<file path="config.mk">
export PLATFORM = sky130hd
export DESIGN_NAME = decode_queue
export DESIGN_NICKNAME = d
export VERILOG_FILES = /design/src/rtl/decode_queue.sv
export SDC_FILE = /design/constraint.sdc
export NUM_CORES = 1
export LEC_CHECK = 0
export CAP_MARGIN = 10
export CELL_PAD_IN_SITES_DETAIL_PLACEMENT = 1
export CELL_PAD_IN_SITES_GLOBAL_PLACEMENT = 2
export CORE_MARGIN = 8
export CORE_UTILIZATION = 43
export CTS_BUF_LIST = sky130_fd_sc_hd__clkbuf_8
export CTS_CLUSTER_DIAMETER = 150
export DETAILED_ROUTE_END_ITERATION = 7
export GPL_TIMING_DRIVEN = 0
export PLACE_DENSITY_LB_ADDON = 0.3
export SYNTH_ARGS = -nofsm -noshare
export SYNTH_HDL_FRONTEND = slang
export SYNTH_SLANG_ARGS = --single-unit
</file>
<file path="constraint.sdc">
create_clock -name clk -period 4.8 [get_ports clk]
set_clock_uncertainty 0.2 [all_clocks]
set_input_delay 1.2 -clock clk [delete_from_list [all_inputs] [get_ports clk]]
set_output_delay 1.2 -clock clk [all_outputs]
set_load 0.03 [all_outputs]
</file>
<file path="src/rtl/decode_queue.sv">
// decode_queue: show-ahead instruction queue between fetch and decode.
// Holds pc, instruction and fetch exception info; head computes npc.
module decode_queue #(
    parameter int DEPTH = 4,
    parameter int XLEN  = 32,
    parameter int AFULL = 3
) (
    input  logic                       clk,
    input  logic                       rst,
    input  logic                       flush,
    input  logic                       push_valid,
    output logic                       push_ready,
    input  logic [XLEN-1:0]            push_pc,
    input  logic [31:0]                push_instr,
    input  logic                       push_exception,
    input  logic [3:0]                 push_ecause,
    input  logic [XLEN-1:0]            push_etval,
    output logic                       pop_valid,
    input  logic                       pop_ready,
    output logic [XLEN-1:0]            pop_pc,
    output logic [XLEN-1:0]            pop_npc,
    output logic [31:0]                pop_instr,
    output logic                       pop_exception,
    output logic [3:0]                 pop_ecause,
    output logic [XLEN-1:0]            pop_etval,
    output logic [$clog2(DEPTH):0]     count,
    output logic                       almost_full
);

    localparam int AW = $clog2(DEPTH);
    localparam int CW = AW + 1;

    typedef struct packed {
        logic [XLEN-1:0] pc;
        logic [31:0]     instr;
        logic            exc;
        logic [3:0]      ecause;
        logic [XLEN-1:0] etval;
    } entry_t;

    entry_t          mem [DEPTH];
    entry_t          head;
    logic [AW-1:0]   rp;
    logic [AW-1:0]   wp;
    logic            full;
    logic            push_fire;
    logic            pop_fire;

    assign full        = (count == CW'(DEPTH));
    assign push_ready  = !full;
    assign pop_valid   = (count != '0);
    assign almost_full = (count >= CW'(AFULL));
    assign push_fire   = push_valid & push_ready;
    assign pop_fire    = pop_valid & pop_ready;

    // Pointer and occupancy bookkeeping; flush wins over any transfer.
    always_ff @(posedge clk or posedge rst) begin
        if (rst) begin
            rp    <= '0;
            wp    <= '0;
            count <= '0;
        end else if (flush) begin
            rp    <= '0;
            wp    <= '0;
            count <= '0;
        end else begin
            if (push_fire) wp <= wp + 1'b1;
            if (pop_fire)  rp <= rp + 1'b1;
            if (push_fire && !pop_fire)
                count <= count + 1'b1;
            else if (pop_fire && !push_fire)
                count <= count - 1'b1;
        end
    end

    // Entry storage; payload needs no reset since count gates visibility.
    always_ff @(posedge clk) begin
        if (push_fire && !flush) begin
            mem[wp] <= '{pc:     push_pc,
                         instr:  push_instr,
                         exc:    push_exception,
                         ecause: push_ecause,
                         etval:  push_etval};
        end
    end

    // Head presentation with RVC-aware next pc.
    always_comb begin
        head          = mem[rp];
        pop_pc        = head.pc;
        pop_instr     = head.instr;
        pop_exception = head.exc;
        pop_ecause    = head.ecause;
        pop_etval     = head.etval;
        pop_npc       = head.pc + ((head.instr[1:0] == 2'b11) ?
                                   XLEN'(4) : XLEN'(2));
    end

endmodule

</file>
==> impl_metrics.toml <==
[timing]
hold_viol = 0
slew_violations = 0
tightest_slew_ns = 0.852
setup_ws_ns = -0.107
whs_ns = 0.392
setup_viol = 7
layout_min_cycle_time_ns = 4.91
finalSetupTns_ns = -0.409
slew_headroom_pct = 43.2
fmax_ghz = 0.204
period_share_pct = 102
rsz0062_at_grt = "yes"

[drt]
first_pass_iters = 4
routed_via_density = 5.15
wl_met1_mm = 14.6
ant_nets = 0
dr_wl_met3_mm = 2.75
vias = 7880
remaining_drc_errors = 0
first_iter_violations = 266
met2WireLength_mm = 17.2
routed.top_layer = "met5"
wl_per_cell_um = 23.0
routed_wl_mm = 35.3

[worst_setup_path]
cpPeakStageDelay_ns = 0.49
startpoint_type = "flip-flop"
worst_ep_arrival_time_ns = 3.51
critPathMaxFanout = 6
r2r_slack_ns = 1.97
rr_startpoint = "count[2]$_DFFE_PP0P_"
setup.worst_path.class = "flip-flop to output pin"
rr_endpoint = "mem[2][47]$_DFFE_PP_"
path_cells = "clkbuf_16 -> buf_12 -> buf_12 -> mux4_2 -> ha_4 -> a21o_1 -> nand4_1 -> nor4_4 -> buf_6 -> nand3b_1 -> xnor2_4 -> buf_6"
cp-startpoint = "rp[0]$_DFFE_PP0P_"
slowest_stage = "mux4_2"
cpLargestDelayFamily = "buffers and inverters"
worst-path-stages = 12
end_kind = "output pin"
cp.required_ns = 3.40
crit_buf_inv = 5
reg2reg_depth = 5

[synth]
syn_nets = 780
yosys_warnings = 0
synth_fa_ha_area_share_pct = 0.732
synth_cell_types = 36
ys_ff_latch = 411
syn_area_per_cell_um2 = 23.6
synth-simple-area-share_pct = 2.62
muxShareOfSynthArea_pct = 14.9
ys_seq_area_share_pct = 78.3
synth_area_um2 = 15700
syn_inst = 666
synth_xor_area_share_pct = 1.95
synth_top_family_by_area = "multiplexers"
synth_compound_area_share_pct = 0.231

[clocking]
cts_buffer_depth = 3
clkLatencyLatePin_ns = 0.58
numClockSinks = 411
clk_transition_reported_paths_ns = 0.06
cts_htree_levels = 3
root_buffer = "clkbuf_8"
cts_buffers = 70
cts_tree = "built"

[power_and_ir_drop]
peakVddDrop_v = 0.000317
power_leakage_nw = 6.83
power_density_nw_per_um2 = 534

[placed_design]
io_buffers = 243
pre_cts_slack_ns = -1.62
dp.cells = 1381
dpl.hpwl_mm = 22.4
gp_congestion = 0.727

[run]
maxCapViolations = 0

[floorplan]
die_y_um = 207
start_util_pct = 43.2
core_area_um2 = 36300
io_pins = 245
die_width_um = 207
die_area_um2 = 42900
core.rowCount = 70

[global_routing]
grt_pass1_vias = 8893
grt_max_degree = 55
grt_antenna_before_repair = 7
grt_pass1_wl_mm = 54.0
overflow = 0
track_usage_pct = 16.4

[worst_hold_path]
holdPathEnd = "wp[1]$_DFFE_PP0P_"
hold_depth = 2
holdCritStartpoint = "wp[1]$_DFFE_PP0P_"
hold_class = "flip-flop to flip-flop"

[run_status]
violations = "negative setup slack"
status = "complete, but fails checks"

[final_layout]
fillers = 3171
num-nets-final = 1120
most-common-layout-cells = "edfxtp_1, clkdlybuf4s50_1, mux4_2"
area_delta_synth_final_pct = 31.4
mostFrequentLayoutCell = "edfxtp_1"
final_cells = 1531
drive_gt1_share_pct = 26.3
## Yosys cell counts, drive strengths merged
| master | instances | area [µm²] |
|---|---|---|
| nand3 | 13 | 65.1 |
| and2b | 1 | 7.51 |
| nand4 | 10 | 92.6 |
| nor2 | 18 | 67.6 |
| edfxtp | 404 | 12100 |
| inv | 9 | 33.8 |
| clkbuf | 7 | 26.3 |
| a211oi | 1 | 7.51 |
| nand3b | 1 | 7.51 |
| and3 | 1 | 6.26 |
| xnor2 | 28 | 245 |
| o31a | 1 | 8.76 |
| ha | 6 | 75.1 |
| nor4 | 2 | 42.5 |
| or3b | 1 | 8.76 |
| mux4 | 101 | 2330 |
| fa | 2 | 40.0 |
| or3 | 1 | 6.26 |
| xor2 | 7 | 61.3 |
| a21oi | 1 | 5.00 |
| mux2 | 1 | 11.3 |
| nor3 | 1 | 5.00 |
| nand2 | 14 | 52.6 |
| a21o | 2 | 15.0 |
| or2 | 1 | 6.26 |
| buf | 18 | 141 |
| dfrtp | 7 | 175 |
| and2 | 7 | 43.8 |
## tightest hold or removal path: stages (launching register included)
cell and delay [ns]:
dfrtp_1 0.41, nand2_1 0.07, a21oi_1 0.07
## stage by stage
step           total power, mW  utilization, %  instance area, µm²
2_1_floorplan             6.67               -               15900
3_3_place_gp              8.10            52.0               18900
3_5_place_dp              8.11            52.3               19000
4_1_cts                   11.2            56.6               20600
5_1_grt                   11.5            56.8               20600
6_report                  11.0            56.8               20600
## worst max-delay path by stage
stage                          endpoint  slack [ns]
finish                      pop_npc[28]       -0.11
global placement    mem[2][9]$_DFFE_PP_       -2.37
CTS                         pop_npc[28]       -0.18
global route                pop_npc[28]       -0.26
detailed placement          pop_npc[28]       -1.62
floorplan                   pop_npc[28]       0.006
## sequential cells by signal, indices dropped and copies added, names as in the netlist
register,count
count,3
mem,404
rp,2
wp,2
## power breakdown
group / internal, mW / switching [mW] / leakage [nW]
combinational: 1.69 / 2.14 / 2.30
clock: 1.62 / 1.34 / 0.766
sequential: 4.17 / 0.0649 / 3.76
total: 7.48 / 3.54 / 6.83
## routing by layer
metal	GRT usage, %	vias up
li1	-	3491
met1	19.9	4083
met3	6.13	52
met4	6.29	8
met5	0	-
met2	26.5	246
## kinds of logic after synthesis
family | after synthesis
mux | 102
compound gates | 5
simple gates | 71
flops | 411
buf+inv | 34
fa+ha+maj | 8
xor+xnor | 35
## what timing repair did
action,4_1_cts,5_1_grt
buffers inserted,21,3
gates cloned,1,0
hold buffers,0,0
pin swaps,6,6
endpoints found under the setup margin,101,26
resized for setup,188,19
## final cells by class
class / instances / area (µm²) / share of cell area [%]
plain buffers: 21 / 203 / 0.982
clock buffers: 73 / 1000 / 4.87
flip-flops and latches: 411 / 12300 / 59.6
well taps: 468 / 586 / 2.84
inverters: 9 / 36.3 / 0.176
diodes: 3 / 7.51 / 0.0364
multi-input cells: 221 / 3440 / 16.6
clock inverters: 53 / 325 / 1.58
repair buffers: 272 / 2740 / 13.3
(Power assumes the default switching activity.)
